--- config.mk ---
export PLATFORM = sky130hd
export DESIGN_NAME = cla_prefix_adder_pipe
export DESIGN_NICKNAME = d
export VERILOG_FILES = /design/src/rtl/cla_prefix_adder_pipe.sv
export SDC_FILE = /design/constraint.sdc
export NUM_CORES = 1
export LEC_CHECK = 0
export ABC_AREA = 1
export CAP_MARGIN = 10
export CELL_PAD_IN_SITES_DETAIL_PLACEMENT = 1
export CELL_PAD_IN_SITES_GLOBAL_PLACEMENT = 1
export CORE_UTILIZATION = 30
export CTS_CLUSTER_SIZE = 16
export DETAILED_ROUTE_END_ITERATION = 16
export HOLD_SLACK_MARGIN = 0.02
export PLACE_DENSITY = 0.56
export SLEW_MARGIN = 20
export SYNTH_ARGS = -nofsm -noshare
export SYNTH_HDL_FRONTEND = slang
export SYNTH_SLANG_ARGS = --single-unit
--- constraint.sdc ---
create_clock -name clk -period 17.05 [get_ports clk]
set_input_delay 3.41 -clock clk [delete_from_list [all_inputs] [get_ports clk]]
set_output_delay 3.41 -clock clk [all_outputs]
set_load 0.02 [all_outputs]
--- src/rtl/cla_prefix_adder_pipe.sv ---
// Pipelined Kogge-Stone parallel-prefix adder/subtractor with valid/ready flow
// control and a sideband tag. Stage 0 registers the bit-level (g,p) pairs.
// Each following stage resolves REG_EVERY prefix levels. The last stage also
// forms the carries and registers sum/cout/ovf/group outputs directly.
module cla_prefix_adder_pipe #(
    parameter int unsigned WIDTH     = 32,
    parameter int unsigned REG_EVERY = 2,
    parameter int unsigned TAG_W     = 4
) (
    input  logic             clk,
    input  logic             rst,
    input  logic             in_valid,
    output logic             in_ready,
    input  logic [WIDTH-1:0] a,
    input  logic [WIDTH-1:0] b,
    input  logic             cin,
    input  logic             sub,
    input  logic [TAG_W-1:0] tag_in,
    output logic             out_valid,
    input  logic             out_ready,
    output logic [WIDTH-1:0] sum,
    output logic             cout,
    output logic             ovf,
    output logic             grp_g,
    output logic             grp_p,
    output logic [TAG_W-1:0] tag_out
);

    localparam int unsigned L  = $clog2(WIDTH);
    localparam int unsigned NS = (L + REG_EVERY - 1) / REG_EVERY;

    // Global advance: every stage shifts together whenever the output slot frees up
    logic adv;
    assign adv      = ~out_valid | out_ready;
    assign in_ready = adv;

    // Operand conditioning for subtraction (a + ~b + 1)
    logic [WIDTH-1:0] b_eff;
    logic             c0_in;
    assign b_eff = sub ? ~b : b;
    assign c0_in = sub | cin;

    // Per-stage pipeline state; index 0 is the input register
    logic             st_v   [NS];
    logic [WIDTH-1:0] st_g   [NS];
    logic [WIDTH-1:0] st_p   [NS];
    logic [WIDTH-1:0] st_pb  [NS];
    logic             st_c0  [NS];
    logic [TAG_W-1:0] st_tag [NS];

    // Group (G,P) after the prefix levels owned by each stage
    logic [WIDTH-1:0] lvl_g [NS];
    logic [WIDTH-1:0] lvl_p [NS];

    // Prefix levels: stage j resolves levels j*REG_EVERY .. (j+1)*REG_EVERY-1
    always_comb begin
        for (int j = 0; j < int'(NS); j++) begin : stage_levels
            logic [WIDTH-1:0] gc;
            logic [WIDTH-1:0] pc;
            gc = st_g[j];
            pc = st_p[j];
            for (int k = 0; k < int'(L); k++) begin
                if ((k / int'(REG_EVERY)) == j) begin
                    // Bits below the span pass through unchanged
                    gc = gc | (pc & (gc << (1 << k)));
                    pc = pc & ((pc << (1 << k)) | ~({WIDTH{1'b1}} << (1 << k)));
                end
            end
            lvl_g[j] = gc;
            lvl_p[j] = pc;
        end
    end

    // Carries from the fully resolved prefix: c_{i+1} = G[i:0] | (P[i:0] & c0)
    logic [WIDTH:0]   carry;
    logic [WIDTH-1:0] res_sum;
    assign carry   = {lvl_g[NS-1] | (lvl_p[NS-1] & {WIDTH{st_c0[NS-1]}}), st_c0[NS-1]};
    assign res_sum = st_pb[NS-1] ^ carry[WIDTH-1:0];

    // Pipeline stage registers; bubbles shift with the data
    always_ff @(posedge clk or posedge rst) begin
        if (rst) begin
            for (int j = 0; j < int'(NS); j++) begin
                st_v[j]   <= 1'b0;
                st_g[j]   <= '0;
                st_p[j]   <= '0;
                st_pb[j]  <= '0;
                st_c0[j]  <= 1'b0;
                st_tag[j] <= '0;
            end
        end else if (adv) begin
            st_v[0]   <= in_valid;
            st_g[0]   <= a & b_eff;
            st_p[0]   <= a ^ b_eff;
            st_pb[0]  <= a ^ b_eff;
            st_c0[0]  <= c0_in;
            st_tag[0] <= tag_in;
            for (int j = 1; j < int'(NS); j++) begin
                st_v[j]   <= st_v[j-1];
                st_g[j]   <= lvl_g[j-1];
                st_p[j]   <= lvl_p[j-1];
                st_pb[j]  <= st_pb[j-1];
                st_c0[j]  <= st_c0[j-1];
                st_tag[j] <= st_tag[j-1];
            end
        end
    end

    // Output register: final carry resolution and result capture
    always_ff @(posedge clk or posedge rst) begin
        if (rst) begin
            out_valid <= 1'b0;
            sum       <= '0;
            cout      <= 1'b0;
            ovf       <= 1'b0;
            grp_g     <= 1'b0;
            grp_p     <= 1'b0;
            tag_out   <= '0;
        end else if (adv) begin
            out_valid <= st_v[NS-1];
            sum       <= res_sum;
            cout      <= carry[WIDTH];
            ovf       <= carry[WIDTH] ^ carry[WIDTH-1];
            grp_g     <= lvl_g[NS-1][WIDTH-1];
            grp_p     <= lvl_p[NS-1][WIDTH-1];
            tag_out   <= st_tag[NS-1];
        end
    end

endmodule

==> out/metrics.cfg, run 1 <==
[die]
die_x_um=218
io_pins=116
core_mm2=0.0457
rows=78
die_y_um=218
die-area_mm2=0.0475
start_util_pct=30.6

[route]
met3RoutedLength_mm=1.25
drc=0
firstDrtPassIters=7
m1WireLength_mm=21.7
dr_total_vias=11000
routed_wirelength_mm=42.0
post_drt_wl_per_cell_um=18.0
viasPerCell=4.72
top_layer=met4
wl_met2_mm=18.2
drtAntennaViolNets=0
drt_iter0_drc=570

[clocking]
cts_buffers=37
post-cts-setup-buffer-count=0
cts_tree=yes
post_cts_resized=0
holdBufCountCts=0
clock_sinks=313
h-tree-depth=2
clock-root-buffer=clkbuf_16
clk_pin_slew_worst_paths_ns=0.06
clk_path_buf_depth=3
insertion_delay_ns=0.55

[placed_design]
place_area_mm2=0.0156
dp_hpwl_mm=29.7
gp_congestion=0.790
numPortBuffers=115

[setup_path]
cp.required_ns=13.64
crit_fanout=135
timing.rr.start=out_valid
cp_slowest_cell=clkdlybuf4s50_1
reg2reg_slack_ns=13.84
worstSetupPathType=input port to primary output
reg2reg_to=st_g[15]
r2r_cells=7
critPathArrivalTime_ns=5.28
crit_top_cell=clkdlybuf4s50_1
critPathMaxStageDelay_ns=0.74
cp-end-kind=primary output
path_cells=clkdlybuf4s50_1 -> inv_1 -> nand2_8 -> clkdlybuf4s50_1
start_kind=input port

[finish]
nNetsFinal=1810
diodes=0
fill_cells=5359
drive_gt1_share_pct=4.05
layout_common_cells=nand2_1 (449), dfrtp_1 (313), o21ai_0 (211)
syn_to_final_growth_pct=20.1
final_common_cell=nand2_1
fin_area_mm2=0.0168

[grt]
grt_pass1_vias=11800
grt_usage_pct=18.3
grt_pass1_wl_mm=67.4
antenna_found_initial=0
gr-total-overflow=0
grt_start_max_net_pins=142

[timing]
rsz0062_at_grt=false
period_share_pct=51.0
final.min_clock_period_ns=8.69
skew_ns=0.0210
setup_viol=0
tightest_slew_ns=1.04
finalHoldViolCount=0
finalMaxSlewViolations=0
maxSlewHeadroom_pct=30.8
fin_tns_setup_ns=0
clock.fmax_mhz=115

[synthesis]
ys_ff_latch=313
netlist_instances=1613
yosysSeqAreaShare_pct=56.0
yosys_warnings=0
ys_types=26
synth_nets=1720
syn_avg_cell_area_um2=8.67
synth.cell_area_mm2=0.0140

[worst_hold_path]
min_to=tag_out[1]
min_path_cells=2
min_path_type=flip-flop to flip-flop
worstHoldStart=tag_out[1]

[power_and_ir_drop]
cellPowerDensity_mw_per_mm2=176
p_leak_nw=7.87
vdd_drop_max_mv=0.126
p_total_mw=2.96

[status]
status=finished, final reports clean

[flow_run]
drv_cap=0

cell type report:
cell class / count / area [um^2] / area share, %
clock buffer: 58 / 1140 / 6.77
sequential: 313 / 7830 / 46.6
inverter: 187 / 714 / 4.25
tap: 600 / 751 / 4.47
multi-input combinational: 1040 / 5060 / 30.1
clock inverter: 8 / 72.6 / 0.432
timing repair buffer: 124 / 1230 / 7.34
flip-flops by register name (all words and copies together) (netlist names), 2 cells and up:
| signal | flops |
|---|---|
| st_g | 96 |
| sum | 32 |
| st_tag | 12 |
| tag_out | 4 |
| st_c0 | 2 |
| st_pb | 62 |
| st_p | 96 |
| st_v | 3 |
metal layers:
| metal | up-vias | global-route usage [%] |
|---|---|---|
| met5 | - | 0 |
| met1 | 5397 | 27.1 |
| li1 | 5415 | - |
| met3 | 48 | 2.55 |
| met2 | 147 | 27.7 |
| met4 | 0 | 5.43 |
report_power, final:
part	leakage (nW)	switching, mW	internal [mW]	total [mW]
Combinational	3.33	0.611	0.322	0.933
Clock	0.600	0.321	0.474	0.794
Sequential	3.94	0.215	1.02	1.23
synthesized netlist by cell type (all sizes together):
library cell	n	area (um^2)
nand2	450	1700
dfrtp	313	7830
o21ai	244	1220
inv	187	702
nand3	95	475
buf	58	343
nor2	58	218
a21oi	50	250
o22ai	34	213
ha	33	413
xor2	33	289
a31oi	15	93.8
clkbuf	15	60.1
nand4	13	81.3
o211ai	7	52.6
or2	3	18.8
nor3	2	10.0
o21bai	2	15.0
a21o	1	7.51
stage by stage:
step                hold slack (ns)  cells  utilization [%]  worst slack [ns]
CTS                           0.474   2329             36.7              8.34
floorplan                     0.420   1613                -              4.98
global route                  0.491   2330             36.8              8.25
global placement              0.442   2263             34.1              8.32
finish                        0.469   2330             36.8              8.36
detailed placement            0.463   2263             34.1              8.34
worst max-delay path, delay by kind of cell:
family | cells | cell delay (ns)
buffers and inverters | 3 | 1.28
and+or+nand+nor | 1 | 0.55
how the worst max path moves through the flow:
stage                          from        to  slack, ns  depth (start not counted)
after floorplan                 rst  carry[0]       4.98                          1
after global placement    out_ready  in_ready       8.32                          4
after detailed placement  out_ready  in_ready       8.34                          4
after CTS                 out_ready  in_ready       8.34                          4
after global routing      out_ready  in_ready       8.25                          4
final                     out_ready  in_ready       8.36                          4
cell families (layout without fill, tap and decap cells):
kind of cell               Yosys count  in the layout  synth area share, %
adders and majority gates           33             33                 2.95
and+or+nand+nor                    621            621                 17.9
DFF                                313            313                 56.0
xor gates and xnor gates            33             33                 2.07
AOI/OAI and AO/OA                  353            353                 13.2
buffers and inverters              260            377                 7.90
No activity file was read; power rests on OpenSTA's default activity.
==> run 2, diff against run 1 <==
- PLACE_DENSITY: 0.56 -> 0.58
- clock period: 17.05 -> 7.45 ns (I/O delays scaled with it)
==> run 2 against run 1 <==
Count of clock-buffer cells in the layout increased by 4. Clock power increased by 130%. Non-clock buffer count decreased by 2. Global-route usage decreased by 0.24 points. Clock skew decreased by 0.0051 ns. First-iteration DRC count increased by 25%. Sequential share of layout area about the same. Setup slack got worse by 5.6 ns. Sequential power increased by 130%. Final area about the same. Core utilization about the same. Hold slack about the same. Largest power group unchanged. Highest routed layer unchanged.
==> out/metrics.cfg, run 2 (synthesis results as in run 1) <==
[status]
status=finished, final reports clean

[setup_path]
worstSetupPathType=input port to primary output
cp_slowest_cell=clkdlybuf4s50_1
reg2reg_slack_ns=4.80
cp.required_ns=5.96
critPathMaxStageDelay_ns=0.73
crit_fanout=106
cp-end-kind=primary output
critPathArrivalTime_ns=3.24
cpLargestDelayFamily=buffers and inverters
crit_top_cell=clkdlybuf4s50_1
cp.buffers_inverters=3
start_kind=input port
path_cells=clkdlybuf4s50_1 -> inv_1 -> nand2_8 -> clkdlybuf4s50_1

[die]
die-area_mm2=0.0475
core_mm2=0.0457
io_pins=116
die_x_um=218
start_util_pct=30.6
rows=78
die_y_um=218

[route]
post_drt_wl_per_cell_um=17.8
dr_total_vias=11000
drtAntennaViolNets=0
drt_iter0_drc=715
routed_wirelength_mm=41.5
firstDrtPassIters=5
viasPerCell=4.73
drc=0

[clocking]
post-cts-setup-buffer-count=0
cts_tree=yes
clk_pin_slew_worst_paths_ns=0.05
insertion_delay_ns=0.55
clock_sinks=313
clk_path_buf_depth=3
clock-root-buffer=clkbuf_16
post_cts_resized=0
h-tree-depth=2
holdBufCountCts=0
cts_buffers=38

[grt]
met2_usage_pct=26.7
met1_usage_pct=27.1
grt_pass1_wl_mm=66.6
grt_usage_pct=18.1
grt_pass1_vias=11600
use_met3_pct=3.44
grt_busiest_layer=met1
grt_start_max_net_pins=198
gr-total-overflow=0
antenna_found_initial=0

[finish]
final_common_cell=nand2_1
diodes=0
layout_common_cells=nand2_1 (449), dfrtp_1 (313), o21ai_0 (211)
drive_gt1_share_pct=3.76
nNetsFinal=1809
largestRegisters=st_g (96), st_p (96), st_pb (62)
syn_to_final_growth_pct=20.1

[timing]
period_share_pct=63.5
finalMaxSlewViolations=0
fin_tns_setup_ns=0
clock.fmax_mhz=211
rsz0062_at_grt=false
skew_ns=0.0159
finalHoldViolCount=0
final.min_clock_period_ns=4.73
tightest_slew_ns=1.07
setup_viol=0
maxSlewHeadroom_pct=28.5

[power_and_ir_drop]
p_total_mw=6.78
cellPowerDensity_mw_per_mm2=403
vdd_drop_max_mv=0.353
p_leak_nw=7.85

[placed_design]
gp_congestion=0.839
numPortBuffers=115
dp_hpwl_mm=29.1

[flow_run]
drv_cap=0

[worst_hold_path]
min_path_type=flip-flop to flip-flop

run 2: path summary, 6_finish.rpt:
kind / from / to / depth (start not counted)
worst min-delay path: sum[0] / sum[0] / 2
worst max-delay path: out_ready / in_ready / 4
worst min register to register: sum[0] / sum[0] / 2
max in group asynchronous: rst / st_g[21] / 3
min in group asynchronous: rst / grp_p / 3
worst max register to register: out_valid / st_g[13] / 7
run 2: metrics by stage:
stage	utilization (%)	std cells	worst slack [ns]	hold slack [ns]	area, um^2
2_1_floorplan	-	1613	1.79	0.420	14000
3_3_place_gp	34.1	2262	2.67	0.458	15600
3_5_place_dp	34.1	2262	2.68	0.459	15600
4_1_cts	36.8	2331	2.68	0.474	16800
5_1_grt	36.8	2331	2.61	0.491	16800
6_report	36.8	2331	2.72	0.470	16800
run 2: worst min-delay path: stages, from the launching register on:
cell,delay (ns)
dfrtp_1,0.34
nand2_1,0.05
nand2_1,0.05
run 2: area by class of cell:
type                    count  area (um^2)
clock buffers              62         1150
multi-input cells        1040         5060
repair buffers            122         1240
fillers                  5366        28900
well taps                 600          751
flip-flops and latches    313         7830
clock inverters             7         62.6
inverters                 187          711
run 2: power by group:
| group | total (mW) | internal [mW] | switching (mW) |
|---|---|---|---|
| registers | 2.83 | 2.33 | 0.503 |
| logic | 2.12 | 0.737 | 1.39 |
| clock network | 1.83 | 1.09 | 0.733 |
run 2: metal layers:
layer | routed length (um) | vias up | share of wire (%)
met4 | 839 | 0 | 2.0
li1 | - | 5403 | -
met5 | 0 | - | 0
met2 | 17700 | 140 | 43
met3 | 1470 | 55 | 3.5
met1 | 21500 | 5436 | 52
